<file path="src/rtl/piano_pkg.sv">
// Shared constants and types for the piano key scanner.
// The FSM encoding and the default key count live here.
package piano_pkg;

    localparam int unsigned NUM_KEYS = 8;

    typedef enum logic [1:0] {
        IDLE,
        SETTLE,
        SAMPLE,
        ADVANCE
    } scan_state_t;

    // Index of the last key in a pass.
    function automatic int unsigned last_key(input int unsigned num_keys);
        return num_keys - 1;
    endfunction

endpackage

</file>
<file path="src/rtl/key_debounce.sv">
// Per-key debouncer: flips its state after DEBOUNCE_N consecutive differing samples
// and emits a registered one-cycle rise/fall pulse when it does.
module key_debounce #(
    parameter int unsigned DEBOUNCE_N = 4
) (
    input  logic clk,
    input  logic reset,
    input  logic en,
    input  logic sample,
    output logic state,
    output logic rise,
    output logic fall
);

    localparam int unsigned CNT_W = $clog2(DEBOUNCE_N + 1);

    logic [CNT_W-1:0] cnt_q, cnt_d;
    logic             state_q, state_d;
    logic             rise_q, rise_d;
    logic             fall_q, fall_d;

    always_comb begin
        cnt_d   = cnt_q;
        state_d = state_q;
        rise_d  = 1'b0;
        fall_d  = 1'b0;
        if (en) begin
            if (sample == state_q) begin
                cnt_d = '0;
            end else if (cnt_q == CNT_W'(DEBOUNCE_N - 1)) begin
                // This is the DEBOUNCE_Nth differing sample: flip and restart.
                cnt_d   = '0;
                state_d = ~state_q;
                rise_d  = ~state_q;
                fall_d  = state_q;
            end else begin
                cnt_d = cnt_q + CNT_W'(1);
            end
        end
    end

    always_ff @(posedge clk) begin
        if (reset) begin
            cnt_q   <= '0;
            state_q <= 1'b0;
            rise_q  <= 1'b0;
            fall_q  <= 1'b0;
        end else begin
            cnt_q   <= cnt_d;
            state_q <= state_d;
            rise_q  <= rise_d;
            fall_q  <= fall_d;
        end
    end

    assign state = state_q;
    assign rise  = rise_q;
    assign fall  = fall_q;

endmodule

</file>
<file path="src/rtl/key_scanner.sv">
// Scan initiator for the piano key mux tree: walks sel_out over all keys, samples
// the mux output after a settle delay and debounces each key into a stable vector.
module key_scanner #(
    parameter int unsigned NUM_KEYS   = piano_pkg::NUM_KEYS,
    parameter int unsigned SETTLE_CYC = 2,
    parameter int unsigned DEBOUNCE_N = 4,
    parameter int unsigned SEL_W      = $clog2(NUM_KEYS)
) (
    input  logic                clk,
    input  logic                reset,
    input  logic                scan_en,
    output logic [SEL_W-1:0]    sel_out,
    input  logic                mux_in,
    output logic [NUM_KEYS-1:0] keys,
    output logic [NUM_KEYS-1:0] press_evt,
    output logic [NUM_KEYS-1:0] release_evt,
    output logic                scan_done
);

    import piano_pkg::*;

    localparam int unsigned SET_W = $clog2(SETTLE_CYC + 1);
    localparam logic [SEL_W-1:0] LAST_SEL = SEL_W'(last_key(NUM_KEYS));

    scan_state_t      state_q, state_d;
    logic [SET_W-1:0] settle_q, settle_d;
    logic [SEL_W-1:0] sel_q, sel_d;
    logic             done_q, done_d;

    always_comb begin
        state_d  = state_q;
        settle_d = settle_q;
        sel_d    = sel_q;
        done_d   = 1'b0;
        unique case (state_q)
            IDLE: begin
                sel_d    = '0;
                settle_d = '0;
                if (scan_en) begin
                    state_d = SETTLE;
                end
            end
            SETTLE: begin
                if (settle_q == SET_W'(SETTLE_CYC - 1)) begin
                    settle_d = '0;
                    state_d  = SAMPLE;
                end else begin
                    settle_d = settle_q + SET_W'(1);
                end
            end
            SAMPLE: begin
                state_d = ADVANCE;
                // Registered so the pulse lands in the ADVANCE cycle of the last key.
                done_d  = (sel_q == LAST_SEL);
            end
            ADVANCE: begin
                if (sel_q == LAST_SEL) begin
                    sel_d   = '0;
                    state_d = scan_en ? SETTLE : IDLE;
                end else begin
                    sel_d   = sel_q + SEL_W'(1);
                    state_d = SETTLE;
                end
            end
            default: begin
                state_d = IDLE;
            end
        endcase
    end

    always_ff @(posedge clk) begin
        if (reset) begin
            state_q  <= IDLE;
            settle_q <= '0;
            sel_q    <= '0;
            done_q   <= 1'b0;
        end else begin
            state_q  <= state_d;
            settle_q <= settle_d;
            sel_q    <= sel_d;
            done_q   <= done_d;
        end
    end

    logic [NUM_KEYS-1:0] key_state;
    logic [NUM_KEYS-1:0] key_rise;
    logic [NUM_KEYS-1:0] key_fall;

    for (genvar k = 0; k < NUM_KEYS; k++) begin : gen_keys
        logic key_en;
        assign key_en = (state_q == SAMPLE) && (sel_q == SEL_W'(k));

        key_debounce #(
            .DEBOUNCE_N(DEBOUNCE_N)
        ) u_debounce (
            .clk   (clk),
            .reset (reset),
            .en    (key_en),
            .sample(mux_in),
            .state (key_state[k]),
            .rise  (key_rise[k]),
            .fall  (key_fall[k])
        );
    end

    assign sel_out     = sel_q;
    assign scan_done   = done_q;
    assign keys        = key_state;
    assign press_evt   = key_rise;
    assign release_evt = key_fall;

endmodule
</file>
<file path="config.mk">
export PLATFORM = sky130hd
export DESIGN_NAME = key_scanner
export DESIGN_NICKNAME = d
export VERILOG_FILES = /design/src/rtl/piano_pkg.sv /design/src/rtl/key_debounce.sv /design/src/rtl/key_scanner.sv
export SDC_FILE = /design/constraint.sdc
export NUM_CORES = 1
export LEC_CHECK = 0
export CAP_MARGIN = 20
export CORE_UTILIZATION = 55
export DETAILED_ROUTE_END_ITERATION = 6
export MAX_ROUTING_LAYER = met4
export PLACE_DENSITY = 0.88
export SKIP_CTS_REPAIR_TIMING = 1
export SKIP_LAST_GASP = 1
export SYNTH_ARGS = -nofsm -noshare
export SYNTH_HDL_FRONTEND = slang
export SYNTH_SLANG_ARGS = --single-unit
</file>
<file path="constraint.sdc">
create_clock -name clk -period 4.1 [get_ports clk]
set_clock_uncertainty 0.15 [all_clocks]
set_input_delay 0.615 -clock clk [delete_from_list [all_inputs] [get_ports clk]]
set_output_delay 0.615 -clock clk [all_outputs]
set_load 0.02 [all_outputs]
</file>
==> results.toml <==
[setup_path]
critPathBufInv = 1
crit_chain = "clkdlybuf4s50_1"
critPathKind = "register to output pin"
arrival_ns = 1.65
critPathTopFamily = "buffers and inverters"
r2r-end = "gen_keys[6].u_debounce.state"
cp-end-kind = "output pin"
critical_path.startpoint_type = "register"
cp_max_fo = 15
cp.depth = 1
critPathLaunch = "sel_out[2]"
slowest_delay_ns = 0.70
r2r_slack_ns = 1.91
reg2reg_depth = 6
crit_required_ns = 3.34
timing.rr.start = "state_q[0]"
slowest_stage = "clkdlybuf4s50_1"

[worst_hold_path]
hold_path.startpoint = "settle_q[1]"
hold_class = "register to register"
holdPathEnd = "settle_q[1]"
hold_depth = 1

[timing]
slew_violations = 0
worstMarginPinSlew_ns = 0.969
finalHoldViolCount = 0
period_minus_slack_ns = 2.42
slew_headroom_pct = 35.2
tns_ns = 0
rsz0062_at_grt = "no"
max_freq_mhz = 414
timing.final.crit_share_pct = 59.0
fin_ws_ns = 1.68
setup_viol = 0

[grt]
grt.total_usage_pct = 19.8
grt_pass1_wl_um = 7640
gr-total-overflow = 0
grt_pass1_vias = 1786
antenna_found_initial = 0
grt_max_degree = 29

[synthesis]
yosys.area.top_type = "dfxtp_1"
synthCells = 282
synth_nets = 305
yosysUniqueCellTypes = 30
synthesis.area_mm2 = 0.00258
ys_top_cells_by_count = "56 x dfxtp_1, 49 x nor2_1, 26 x buf_4"
synth_warnings = 0
synth.avg_cell_area_um2 = 9.16
synth_ff_type = "dfxtp_1"
yosys.area.top_type_share_pct = 43.4
synthTopCellsByArea = "dfxtp_1 43%, ha_1 9.2%, buf_4 7.6%"
synth-seq-cells = 56
yosysSeqAreaShare_pct = 43.4
ys_async_sr_fraction_pct = 0
synth_edf_count = 0
synth_most_common_cell = "dfxtp_1"

[place]
post-place-ws_ns = 1.40
placedCellCount = 333
port_buffers = 31
dp_hpwl_um = 2980
place_congestion = 0.815
postPlaceCellArea_mm2 = 0.00274

[drt]
route.detailed.drc = 4
dr.pass1.iters = 6
drtAntennaViolNets = 0
drt_iter0_drc = 68
num_vias = 1836
wl_per_cell_um = 12.7
avgViaCountPerCell = 5.38
drt-total-wl_um = 4330

[cts]
cts_max_level = 2
insertion_delay_ns = 0.31
cts_tree = "built"
clock_tree.root_cell = "clkbuf_8"
cts_buffers = 5
path_clk_slew_ns = 0.10
clockBufferDepth = 2
cts.sinks = 56

[floorplan]
start_util_pct = 58.1
die_h_um = 70.5
dieArea_mm2 = 0.00498
fp.dieW_um = 70.5
fp-row-count = 24
pin_count = 32
core-area_mm2 = 0.00444

[outcome]
status = "finished, violations left"
violations = "design-rule violations"

[final_layout]
n_antenna_cell = 0
fin_util_pct = 65.3
layout.nets = 311
layoutNonFillerInstCount = 341
drive_gt1_share_pct = 3.46
area_growth_pct = 12.3
fin_area_mm2 = 0.00290
fillerInstances = 355

[power]
power.leakage_uw = 0.00114
ir_worst_vdd_mv = 0.297
cellPowerDensity_mw_per_mm2 = 424

[flow_run]
cap_violations = 0
## per-stage QoR
stage,hold WS [ns],power [uW]
2_1_floorplan,0.286,728
3_3_place_gp,0.295,757
3_5_place_dp,0.313,762
4_1_cts,0.329,1240
5_1_grt,0.338,1290
6_report,0.325,1230
## cell usage in the layout (no fill, tap or decap), drive strengths merged
cell type      count
a211oi             1
a21oi             14
a22oi              5
and3               2
and3b              5
and4b              1
buf                1
bufinv             3
clkbuf             5
clkdlybuf4s50     31
dfxtp             56
ha                19
inv                7
mux2i              7
nand2              8
nand2b             3
nand3              7
nand3b             5
nand4              1
nor2              49
nor2b              9
nor3              10
nor3b             12
nor4               6
nor4b              2
nor4bb             1
o21ai              5
or3b               1
xnor2              8
xor2               5
## cell type report
cell class                      instances  area (um2)  area share [%]
Inverter                                7        26.3           0.906
Multi-Input combinational cell        186        1210            41.8
Clock inverter                          3        90.1            3.10
Sequential cell                        56        1120            38.6
Timing Repair Buffer                   32         318            11.0
Clock buffer                            5        68.8            2.37
Tap cell                               52        65.1            2.24
## kinds of logic after synthesis
group                      after synthesis  synth area share (%)
muxes                                    7                  2.71
AOI/OAI and AO/OA                       25                  5.42
adders and majority gates               19                  9.20
buffers and inverters                   40                  9.69
and+or+nand+nor                        122                  25.2
DFF                                     56                  43.4
xor gates and xnor gates                13                  4.41
## layer usage
metal | up-vias | wire length, um | GRT usage [%]
met4 | 0 | 79 | 7.56
li1 | 942 | - | -
met1 | 851 | 2020 | 23.2
met2 | 33 | 2050 | 32.1
met3 | 10 | 180 | 5.98
met5 | - | 0 | -
## worst max-delay path by stage
stage | endpoint
after floorplan | gen_keys[6].u_debounce.state
after global placement | gen_keys[6].u_debounce.state
after detailed placement | gen_keys[6].u_debounce.state
after CTS | sel_out[2]
after global routing | gen_keys[6].u_debounce.state
final | sel_out[2]
## power by group
group / switching, uW / leakage (uW) / total, uW / internal [uW]
sequential: 17.0 / 0.000451 / 577 / 560
combinational: 109 / 0.000608 / 176 / 67.1
clock: 172 / 0.0000784 / 477 / 305
total: 298 / 0.00114 / 1230 / 932
## registers in the layout, summed over array words and instances (netlist names)
| signal | count |
|---|---|
| sel_out | 3 |
| scan_done | 1 |
| gen_keys.u_debounce.state | 8 |
| gen_keys.u_debounce.rise | 8 |
| state_q | 2 |
| gen_keys.u_debounce.fall | 8 |
| settle_q | 2 |
| gen_keys.u_debounce.cnt_q | 24 |
(Power assumes the default switching activity.)
